### config.mk
export PLATFORM = sky130hd
export DESIGN_NAME = load_store_unit
export DESIGN_NICKNAME = d
export VERILOG_FILES = /design/src/rtl/lsu_pkg.sv /design/src/rtl/load_extend.sv /design/src/rtl/load_store_unit.sv
export SDC_FILE = /design/constraint.sdc
export NUM_CORES = 1
export LEC_CHECK = 0
export BUFFER_PORTS_ARGS = -buffer_cell sky130_fd_sc_hd__buf_2
export CAP_MARGIN = 0
export CORE_MARGIN = 2
export CORE_UTILIZATION = 43
export DETAILED_ROUTE_END_ITERATION = 6
export GPL_TIMING_DRIVEN = 0
export PLACE_DENSITY = 0.7
export SETUP_SLACK_MARGIN = 0.05
export SYNTH_ARGS = -nofsm -noshare
export SYNTH_HDL_FRONTEND = slang
export SYNTH_SLANG_ARGS = --single-unit
export TNS_END_PERCENT = 30
### constraint.sdc
create_clock -name clk -period 4.2 [get_ports clk]
set_input_delay 0.21 -clock clk [delete_from_list [all_inputs] [get_ports clk]]
set_output_delay 0.21 -clock clk [all_outputs]
set_load 0.03 [all_outputs]
### src/rtl/lsu_pkg.sv
// Shared types and helpers for the load/store unit: funct3 encodings, FSM states,
// legality checks and store lane/data formatting.
package lsu_pkg;

  localparam logic [2:0] F3_B  = 3'b000;
  localparam logic [2:0] F3_H  = 3'b001;
  localparam logic [2:0] F3_W  = 3'b010;
  localparam logic [2:0] F3_BU = 3'b100;
  localparam logic [2:0] F3_HU = 3'b101;

  typedef enum logic [2:0] {
    Idle,
    Settle,
    Wait,
    Commit,
    Resp,
    Err
  } state_e;

  // Halves need an even address and words a 4-byte aligned address.
  function automatic logic is_misaligned(input logic [2:0] funct3, input logic [1:0] addr);
    case (funct3[1:0])
      2'b01:   return addr[0];
      2'b10:   return addr != 2'b00;
      default: return 1'b0;
    endcase
  endfunction

  function automatic logic is_illegal(input logic       write,
                                      input logic [2:0] funct3,
                                      input logic [1:0] addr);
    logic bad_f3;
    if (write) bad_f3 = funct3[2] || (funct3[1:0] == 2'b11);
    else       bad_f3 = (funct3[1:0] == 2'b11) || (funct3 == 3'b110);
    return bad_f3 || is_misaligned(funct3, addr);
  endfunction

  function automatic logic [3:0] store_mask(input logic [2:0] funct3, input logic [1:0] addr);
    case (funct3[1:0])
      2'b00:   return 4'b0001 << addr;
      2'b01:   return 4'b0011 << {addr[1], 1'b0};
      default: return 4'b1111;
    endcase
  endfunction

  function automatic logic [31:0] store_data(input logic [2:0] funct3, input logic [31:0] wdata);
    case (funct3[1:0])
      2'b00:   return {4{wdata[7:0]}};
      2'b01:   return {2{wdata[15:0]}};
      default: return wdata;
    endcase
  endfunction

endpackage

### src/rtl/load_extend.sv
// Picks the addressed byte/half out of a cache word and sign- or zero-extends it
// according to the load funct3.
module load_extend
  import lsu_pkg::*;
(
  input  logic [31:0] word,
  input  logic [1:0]  addr,
  input  logic [2:0]  funct3,
  output logic [31:0] value
);

  logic [7:0]  byte_lane;
  logic [15:0] half_lane;

  always_comb begin
    byte_lane = word[{addr, 3'b000} +: 8];
    half_lane = addr[1] ? word[31:16] : word[15:0];
    case (funct3)
      F3_B:    value = {{24{byte_lane[7]}}, byte_lane};
      F3_H:    value = {{16{half_lane[15]}}, half_lane};
      F3_BU:   value = {24'h0, byte_lane};
      F3_HU:   value = {16'h0, half_lane};
      default: value = word;
    endcase
  end

endmodule

### src/rtl/load_store_unit.sv
// Bridges the core's load/store stage to the unified cache port: aligns accesses,
// formats store lanes, extends load data, and counts hits and misses.
module load_store_unit
  import lsu_pkg::*;
#(
  parameter int CounterBitWidth = 32
) (
  input  logic                       clk,
  input  logic                       rst,
  input  logic                       req_valid,
  output logic                       req_ready,
  input  logic                       req_write,
  input  logic [2:0]                 req_funct3,
  input  logic [31:0]                req_address,
  input  logic [31:0]                req_wdata,
  output logic                       resp_valid,
  output logic [31:0]                resp_rdata,
  output logic                       resp_error,
  output logic                       cache_enable,
  output logic [31:0]                cache_address,
  output logic [3:0]                 cache_write_enable,
  output logic [31:0]                cache_data_in,
  input  logic [31:0]                cache_data_out,
  input  logic                       cache_busy,
  output logic [CounterBitWidth-1:0] hit_count,
  output logic [CounterBitWidth-1:0] miss_count
);

  state_e      state, next_state;
  logic        write_q;
  logic [2:0]  funct3_q;
  logic [31:0] addr_q;
  logic [31:0] wdata_q;
  logic [31:0] rdata_q;
  logic        missed_q;
  logic [31:0] load_value;
  logic [31:0] line_address;

  assign line_address = {addr_q[31:2], 2'b00};

  load_extend u_load_extend (
    .word   (cache_data_out),
    .addr   (addr_q[1:0]),
    .funct3 (funct3_q),
    .value  (load_value)
  );

  // NOTE: sequential state uses non-blocking assignments so every flop samples
  // pre-edge values regardless of statement order.
  always_ff @(posedge clk) begin
    if (rst) state <= Idle;
    else     state <= next_state;
  end

  always_comb begin
    next_state = state;
    case (state)
      Idle:    if (req_valid)
                 next_state = is_illegal(req_write, req_funct3, req_address[1:0]) ? Err : Settle;
      Settle:  next_state = Wait;
      Wait:    if (!cache_busy) next_state = write_q ? Commit : Resp;
      Commit:  next_state = Resp;
      Resp:    next_state = Idle;
      Err:     next_state = Idle;
      default: next_state = Idle;
    endcase
  end

  // Request fields are captured once at acceptance; the core may change them afterwards.
  always_ff @(posedge clk) begin
    if (rst) begin
      write_q    <= 1'b0;
      funct3_q   <= 3'b000;
      addr_q     <= 32'h0;
      wdata_q    <= 32'h0;
      rdata_q    <= 32'h0;
      missed_q   <= 1'b0;
      hit_count  <= '0;
      miss_count <= '0;
    end else begin
      if (state == Idle && req_valid) begin
        write_q  <= req_write;
        funct3_q <= req_funct3;
        addr_q   <= req_address;
        wdata_q  <= req_wdata;
        missed_q <= 1'b0;
      end
      if (state == Wait) begin
        if (cache_busy)    missed_q <= 1'b1;
        else if (!write_q) rdata_q  <= load_value;
      end
      if (state == Resp) begin
        if (missed_q) miss_count <= miss_count + 1'b1;
        else          hit_count  <= hit_count + 1'b1;
      end
    end
  end

  // Outputs are forced to reset values while rst is high so an abandoned store
  // can never reach Commit's write enables in the reset cycle.
  always_comb begin
    // NOTE: every output gets a default first so no path through the case infers a latch.
    req_ready          = 1'b0;
    resp_valid         = 1'b0;
    resp_error         = 1'b0;
    resp_rdata         = 32'h0;
    cache_enable       = 1'b0;
    cache_address      = 32'h0;
    cache_write_enable = 4'b0000;
    cache_data_in      = 32'h0;
    if (rst) begin
      req_ready = 1'b1;
    end else begin
      case (state)
        Idle: req_ready = 1'b1;
        Settle, Wait: begin
          cache_enable  = 1'b1;
          cache_address = line_address;
        end
        Commit: begin
          cache_enable       = 1'b1;
          cache_address      = line_address;
          cache_write_enable = store_mask(funct3_q, addr_q[1:0]);
          cache_data_in      = store_data(funct3_q, wdata_q);
        end
        Resp: begin
          resp_valid    = 1'b1;
          resp_rdata    = write_q ? 32'h0 : rdata_q;
          cache_address = line_address;
        end
        Err: begin
          resp_valid = 1'b1;
          resp_error = 1'b1;
        end
        default: ;
      endcase
    end
  end

endmodule

==> impl_metrics.ini, run 1 <==
[synth]
ys_seq_elements = 168
synth_compound_area_frac = 0.129
synth-simple-area-share = 0.314
muxShareOfSynthArea = 0.0364
synth_warnings = 0
synth_fa_ha_area_frac = 0.00769
synthCells = 1061
ys_seq_area_frac = 0.413
synth_top_family_by_area = simple AND/OR/NAND/NOR gates
synth_xor_area_frac = 0.0581
netlist_area_um2 = 8140
synth-edff-count = 0
synth_ff_type = dfxtp_1
syn_area_per_cell_um2 = 7.67
synthDistinctLibCells = 52
async_reset_ff_frac = 0

[finish]
fin_util = 0.558
final_cell_mix = buf_2, nand2_1, dfxtp_1
nNetsFinal = 1467
fin_cells = 1606
layout-drive-gt1-share = 0.232
n_fill_cell = 1819
synthToLayoutAreaGrowth_pct = 27.8
layout_commonest_cell = buf_2

[drt]
antenna_left = 0
num_vias = 8389
wirelength_um = 25100
viasPerCell = 5.22
first_pass_iters = 5
drcViolationCount = 0
wire_per_inst_um = 15.6
drtIter0Drc = 475

[worst_hold_path]
hold_start = req_wdata[16]
hp-class = input port to flop

[placement]
gp_congestion = 0.937
dp_slack_ns = 1.56
dp.cells = 1565
dp_hpwl_um = 18800
port_buffers = 269

[worst_setup_path]
cp.required_ns = 3.99
reg2reg_from = state[2]
end_kind = output port
critPathKind = flop to output port
r2r_setup_slack_ns = 1.96
critPathMaxFanout = 10
arrival_ns = 2.89
startpoint = state[0]
start_kind = flop

[sta]
fmax_mhz = 322
drv_slew = 0
rsz0062_at_grt = false
setup_tns_ns = 0
period_needed_ns = 3.10
worst_pin_slew_ns = 0.781
setup_slack_ns = 1.10
finalHoldViolCount = 0
final.period_utilization = 0.739
slew_headroom = 0.479
finalSetupViolations = 0
finClkSkew_ns = 0.0123

[die]
io_pins = 272
dieWidth_um = 142
rows = 50
die_area_um2 = 20000
start_util = 0.436
die_y_um = 142
coreArea_um2 = 18600

[pwr]
power_density_nw_per_um2 = 352
peakVddDrop_mv = 0.310
leakage_nw = 4.35

[clock_tree]
clk_pin_slew_ns = 0.07
holdBufCountCts = 8
cts.sinks = 168
cts_root_buf = clkbuf_16
post-cts-setup-buffer-count = 0
clock_path_buffers = 2
cts-htree-levels = 4
cts_resized = 0
numCtsBuffers = 17
cts_tree = yes
clk_latency_ns = 0.43

[global_route]
grt-busiest-layer = met2
grt_use_met3 = 0.0530
antenna_found_initial = 2
grt_util_met1 = 0.325
grt_pass1_wl_um = 40000
gr-total-overflow = 0
use_met2 = 0.407
grt_max_degree = 17
grtUsageTotal = 0.249
grt_pass1_vias = 7922

[outcome]
status = finished, final reports clean

[flow_run]
maxCapViolations = 0
synthesized netlist by cell type, types with 2 or more instances:
library cell	count	area, um^2
a21oi_1	123	616
o31ai_1	3	22.5
o221ai_1	7	61.3
inv_1	8	30.0
buf_4	3	22.5
or2_2	2	12.5
nor3b_1	7	52.6
and4_1	9	78.8
a221oi_1	8	70.1
clkbuf_1	61	229
nand2b_1	3	18.8
xnor2_1	34	298
and2_1	73	457
nand3_1	25	125
or3_1	7	43.8
nor2_1	128	480
nand2_1	200	751
dfxtp_1	168	3360
buf_1	7	26.3
nor3_1	28	140
mux2_2	3	33.8
nor4b_1	2	17.5
nand4_1	18	113
xor2_1	20	175
o21ai_0	18	90.1
ha_1	5	62.6
buf_2	3	15.0
nor4_1	14	87.6
nor2b_1	4	25.0
a211oi_1	16	120
and3_1	10	62.6
mux2i_1	24	240
power by group:
part,internal [mW],switching [mW]
clock network,0.779,0.683
registers,1.66,0.0462
logic,0.172,0.325
total,2.61,1.05
worst max-delay path, cell delays in order (launching register included):
cell and delay [ns]:
dfxtp_1 0.36, clkbuf_1 0.22, or3b_1 0.56, nor3_1 0.53, clkbuf_1 0.38, and2_1 0.21, buf_2 0.20
sequential cells by signal (all words and copies together) (netlist names):
name        flops
wdata_q        32
miss_count     32
addr_q         32
write_q         1
rdata_q        32
missed_q        1
hit_count      32
state           3
funct3_q        3
final timing paths:
path,depth (start not counted),to
min,3,wdata_q[16]
max reg2reg,8,addr_q[9]
max,6,resp_rdata[9]
min reg2reg,2,addr_q[25]
kinds of logic after synthesis:
family,Yosys count
DFF,168
buffers and inverters,83
muxes,28
other,1
and+or+nand+nor,538
AOI/OAI and AO/OA,184
adders and majority gates,5
xor gates and xnor gates,54
layer usage:
metal	share of wire	vias up
met1	0.44	3855
li1	-	4196
met3	0.066	43
met4	0.023	2
met2	0.47	293
met5	0.00044	-
final cells by class:
class	count	area, um^2	area share
multi-input combinational	811	4450	0.428
sequential	168	3360	0.323
timing repair buffer	277	1430	0.137
clock buffer	20	447	0.0429
buffer	75	298	0.0286
tap	234	293	0.0282
clock inverter	12	91.3	0.00878
inverter	8	30.0	0.00289
antenna	1	2.50	0.000241
metrics by stage:
step	power, mW	area, um^2	hold WS, ns
global route	3.82	10400	0.00332
floorplan	2.05	8140	0.346
global placement	2.22	9780	0.437
CTS	3.69	10400	0.0000162
finish	3.67	10400	0.0112
detailed placement	2.23	9780	0.443
Note: power is estimated with default switching activity, not from simulation.
==> run 2: changes to the inputs <==
--- a/config.mk
+++ b/config.mk
@@ -11,7 +11,7 @@
 export CORE_UTILIZATION = 43
 export DETAILED_ROUTE_END_ITERATION = 6
 export GPL_TIMING_DRIVEN = 0
-export PLACE_DENSITY = 0.7
+export PLACE_DENSITY = 0.73
 export SETUP_SLACK_MARGIN = 0.05
 export SYNTH_ARGS = -nofsm -noshare
 export SYNTH_HDL_FRONTEND = slang
==> constraint.sdc (replaced) <==
create_clock -name clk -period 2.6 [get_ports clk]
set_input_delay 0.13 -clock clk [delete_from_list [all_inputs] [get_ports clk]]
set_output_delay 0.13 -clock clk [all_outputs]
set_load 0.03 [all_outputs]
==> run 2 against run 1 <==
- combinational power rose by 82%
- critical endpoint is now cache_data_in[11]
- hold slack better by 0.017 ns
- sequential share of layout area fell by 2.4 points
- count of clock-buffer cells in the layout unchanged
- final cell count is 4.7% higher
- register-to-register slack lost 1.7 ns
- cell area up 8.2%
==> impl_metrics.ini, run 2 (synthesis results as in run 1) <==
[outcome]
status = finished, final reports clean

[worst_hold_path]
hold_start = cache_data_out[31]
hp-class = input port to flop

[die]
die_y_um = 142
die_area_um2 = 20000
io_pins = 272
coreArea_um2 = 18600
dieWidth_um = 142
start_util = 0.436
rows = 50

[sta]
setup_tns_ns = 0
drv_slew = 0
finClkSkew_ns = 0.0104
fmax_mhz = 413
rsz0062_at_grt = true
finalSetupViolations = 0
worst_pin_slew_ns = 0.726
period_needed_ns = 2.42
final.period_utilization = 0.931
slew_headroom = 0.512
finalHoldViolCount = 0

[clock_tree]
cts.sinks = 168
numCtsBuffers = 17
cts_tree = yes
post-cts-setup-buffer-count = 0
clk_latency_ns = 0.42
cts-htree-levels = 4
clk_pin_slew_ns = 0.06
cts_root_buf = clkbuf_16
clock_path_buffers = 2

[drt]
num_vias = 8896
drtIter0Drc = 665
drcViolationCount = 0
wirelength_um = 26600
first_pass_iters = 6
viasPerCell = 5.29
antenna_left = 0
wire_per_inst_um = 15.8

[worst_setup_path]
cp_common_cell = clkbuf_1
slowest_delay_ns = 0.48
slowest_stage = clkbuf_1
path_buf_inv = 3
reg2reg_from = state[2]
critPathMaxFanout = 10
crit_path_cell_trace = clkbuf_1 -> clkbuf_1 -> o21ai_0 -> a21oi_1 -> buf_2
arrival_ns = 2.29
startpoint = funct3_q[1]
critPathKind = flop to output port
cp.required_ns = 2.47
end_kind = output port
start_kind = flop
crit_family = buffers and inverters

[pwr]
power.internal_mw = 4.50
clkPwrFrac = 0.411
leakage_nw = 4.72
peakVddDrop_mv = 0.507
seqPwrFrac = 0.443
p_switching_mw = 1.73
power_density_nw_per_um2 = 554
combPwrFrac = 0.145
netSwitchingFraction = 0.278

[global_route]
grt_pass1_wl_um = 42100
grt_max_degree = 17
grtUsageTotal = 0.261
antenna_found_initial = 2
grt_pass1_vias = 8477
gr-total-overflow = 0

[finish]
multiInputGateArea_um2 = 4470
layout-drive-gt1-share = 0.231
n_fill_cell = 1672
fin_util = 0.604
layout_commonest_cell = buf_2
seq_area_um2 = 3370
fin_cells = 1682
synthToLayoutAreaGrowth_pct = 38.3
final_cell_mix = buf_2, nand2_1, dfxtp_1
nNetsFinal = 1542

[placement]
port_buffers = 269
dp_hpwl_um = 19200
dp.cells = 1565
gp_congestion = 0.903

[flow_run]
maxCapViolations = 0
[run 2: final cells by class]
cell class / instances / share of cell area
diodes: 2 / 0.000445
well taps: 234 / 0.0260
inverters: 8 / 0.00267
flip-flops and latches: 168 / 0.299
clock buffers: 20 / 0.0397
multi-input cells: 811 / 0.398
repair buffers: 352 / 0.193
clock inverters: 12 / 0.0126
plain buffers: 75 / 0.0284
[run 2: worst reg2reg max path: cells and delay by family (launching register included)]
family | cells | cell delay, ns
flops | 1 | 0.30
simple gates | 3 | 0.65
compound gates | 1 | 0.14
buf+inv | 4 | 1.21
[run 2: power by group through the flow]
stage | Combinational [mW] | Clock [mW] | Sequential, mW
floorplan | 0.512 | 0 | 2.79
global route | 1.00 | 2.70 | 2.77
finish | 0.907 | 2.57 | 2.76
CTS | 0.890 | 2.60 | 2.76
detailed placement | 0.782 | 0 | 2.82
global placement | 0.771 | 0 | 2.81
[run 2: what timing repair did]
item	CTS	global route
pin swaps	0	0
hold buffers	83	0
gates resized for setup	13	12
endpoints found under the setup margin	76	74
gates cloned	0	0
endpoints found under the hold margin	83	0
[run 2: metal layers]
layer / part of all wire / vias up / GRT usage / routed length (um)
li1: - / 4346 / - / -
met1: 0.43 / 4097 / 0.341 / 11500
met2: 0.46 / 401 / 0.427 / 12300
met3: 0.079 / 52 / 0.0530 / 2100
met4: 0.028 / 0 / 0.102 / 747
met5: 0 / - / 0 / 0
[run 2: worst paths after layout]
| check | depth (start not counted) | slack [ns] | endpoint |
|---|---|---|---|
| worst min register to register | 2 | 0.45 | addr_q[18] |
| worst max-delay path | 5 | 0.18 | cache_data_in[11] |
| worst min-delay path | 3 | 0.03 | rdata_q[31] |
| worst max register to register | 8 | 0.24 | addr_q[12] |
[run 2: per-stage QoR]
| stage | power [mW] | hold slack [ns] | worst slack [ns] | area (um^2) |
|---|---|---|---|---|
| 2_1_floorplan | 3.31 | 0.266 | 0.580 | 8140 |
| 3_3_place_gp | 3.58 | 0.372 | 0.0329 | 9780 |
| 3_5_place_dp | 3.60 | 0.375 | 0.0166 | 9780 |
| 4_1_cts | 6.24 | 0.00351 | 0.0350 | 11200 |
| 5_1_grt | 6.48 | 0.0331 | 0.00988 | 11300 |
| 6_report | 6.23 | 0.0284 | 0.178 | 11300 |
==> run 3: changes to the inputs <==
--- a/config.mk
+++ b/config.mk
@@ -7,11 +7,13 @@
 export LEC_CHECK = 0
 export BUFFER_PORTS_ARGS = -buffer_cell sky130_fd_sc_hd__buf_2
 export CAP_MARGIN = 0
+export CELL_PAD_IN_SITES_DETAIL_PLACEMENT = 1
+export CELL_PAD_IN_SITES_GLOBAL_PLACEMENT = 2
 export CORE_MARGIN = 2
-export CORE_UTILIZATION = 43
+export CORE_UTILIZATION = 25
 export DETAILED_ROUTE_END_ITERATION = 6
 export GPL_TIMING_DRIVEN = 0
-export PLACE_DENSITY = 0.73
+export PLACE_DENSITY_LB_ADDON = 0.1
 export SETUP_SLACK_MARGIN = 0.05
 export SYNTH_ARGS = -nofsm -noshare
 export SYNTH_HDL_FRONTEND = slang
==> run 3 against run 2 <==
- maximum frequency shrank 1.5%
- hold slack improved by 0.0087 ns
- critical path depth rose by 2
- critical path type unchanged
- largest power group unchanged
==> impl_metrics.ini, run 3 (synthesis results as in run 1) <==
[drt]
first_pass_iters = 4
wire_per_inst_um = 16.7
num_vias = 8608
viasPerCell = 4.55
drtIter0Drc = 313
drcViolationCount = 0
antenna_left = 0
wirelength_um = 31500

[pwr]
peakVddDrop_mv = 0.454
clkPwrFrac = 0.407
netSwitchingFraction = 0.278
power.internal_mw = 4.51
finalPower_mw = 6.24
seqPwrFrac = 0.443
combPwrFrac = 0.151
p_switching_mw = 1.74
power_density_nw_per_um2 = 540
leakage_nw = 4.75

[outcome]
status = finished, final reports clean

[global_route]
grt_util_met1 = 0.247
grt_use_met3 = 0.0496
grt_pass1_vias = 8656
antenna_found_initial = 1
grt_pass1_wl_um = 48900
grt-busiest-layer = met2
grtUsageTotal = 0.186
grt_max_degree = 17
use_met2 = 0.306
gr-total-overflow = 0

[worst_setup_path]
start_kind = flop
critPathKind = flop to output port
critPathMaxFanout = 10
reg2reg_to = miss_count[28]
reg2reg_from = miss_count[0]
r2r_setup_slack_ns = 0.27
end_kind = output port
ff2ff_path_depth = 6
arrival_ns = 2.33
cp.required_ns = 2.47

[die]
die_area_um2 = 34000
dieWidth_um = 184
start_util = 0.252
die_y_um = 184
io_pins = 272
coreArea_um2 = 32300
rows = 66

[finish]
layout_commonest_cell = buf_2
diodes = 0
fin_util = 0.358
synthToLayoutAreaGrowth_pct = 42.0
nNetsFinal = 1547
final_cell_mix = buf_2, nand2_1, dfxtp_1
final_cell_area_um2 = 11600
n_fill_cell = 4029
layout-drive-gt1-share = 0.235
fin_cells = 1891

[sta]
setup_tns_ns = 0
rsz0062_at_grt = true
worst_pin_slew_ns = 0.813
finalSetupViolations = 0
finalHoldViolCount = 0
final.period_utilization = 0.945
period_needed_ns = 2.46
fmax_mhz = 407
setup_slack_ns = 0.142
finClkSkew_ns = 0.0125
slew_headroom = 0.454
whs_ns = 0.0371
drv_slew = 0

[placement]
placed_cell_area_um2 = 10000
port_buffers = 269
dp.cells = 1773
dp_slack_ns = -0.302
gp_congestion = 0.794
dp_hpwl_um = 23800

[flow_run]
maxCapViolations = 0

[clock_tree]
cts.sinks = 168
clk_latency_ns = 0.44
cts_root_buf = clkbuf_16
numCtsBuffers = 17
cts-htree-levels = 4
clock_path_buffers = 2
cts_tree = yes
clk_pin_slew_ns = 0.07

[worst_hold_path]
holdPathEnd = rdata_q[5]
holdPathStages = 3
hp-class = input port to flop
hold_start = cache_data_out[5]
[run 3: cell count changes in the layout (fill, tap and decap cells not counted), sizes merged]
cell and delta:
clkinvlp +1, buf +2, inv -4, diode -2, dlygate4sd3 +2, clkinv -1
clkbuf +3
[run 3: per-layer routing]
| layer | wire length (um) | share of wire |
|---|---|---|
| met1 | 14900 | 0.47 |
| met2 | 14500 | 0.46 |
| met5 | 16 | 0.00051 |
| met4 | 223 | 0.0071 |
| met3 | 1810 | 0.058 |
[run 3: worst max-delay path, cell delays in order (launching register included)]
cell	delay (ns)
dfxtp_2	0.35
clkbuf_4	0.19
or3b_4	0.46
nor3_4	0.16
buf_4	0.17
clkbuf_2	0.19
and2_1	0.16
buf_2	0.20
[run 3: area by class of cell]
type                    count  area (um^2)  share of cell area
inverters                   8         30.0             0.00260
flip-flops and latches    168         3370               0.291
multi-input cells         811         4490               0.389
clock inverters             8         98.8             0.00856
repair buffers            357         2220               0.192
plain buffers              75          332              0.0287
well taps                 442          553              0.0479
clock buffers              22          464              0.0402
[run 3: power groups by stage]
stage / Combinational (mW) / Clock [mW] / Sequential, mW
after global placement: 0.819 / 0 / 2.82
after global routing: 1.05 / 2.74 / 2.78
after CTS: 0.947 / 2.64 / 2.77
after floorplan: 0.512 / 0 / 2.79
final: 0.941 / 2.54 / 2.76
after detailed placement: 0.824 / 0 / 2.82
[run 3: worst max-delay path by stage]
stage,startpoint,to,slack [ns],cells after the start
final,state[0],resp_rdata[4],0.14,7
after global routing,state[0],resp_rdata[4],0.001,7
after CTS,funct3_q[0],cache_data_in[28],0.06,7
after detailed placement,state[1],resp_rdata[20],-0.30,6
after global placement,state[1],resp_rdata[20],-0.37,6
after floorplan,miss_count[0],miss_count[28],0.58,6
[run 3: repair_timing]
action                                  in CTS  in global routing
resized for setup                           22                 14
endpoints found under the setup margin      90                 94
pin swaps                                    1                  0
hold buffers                                85                  0
setup buffers                                3                  0
hold endpoints to repair                    85                  0
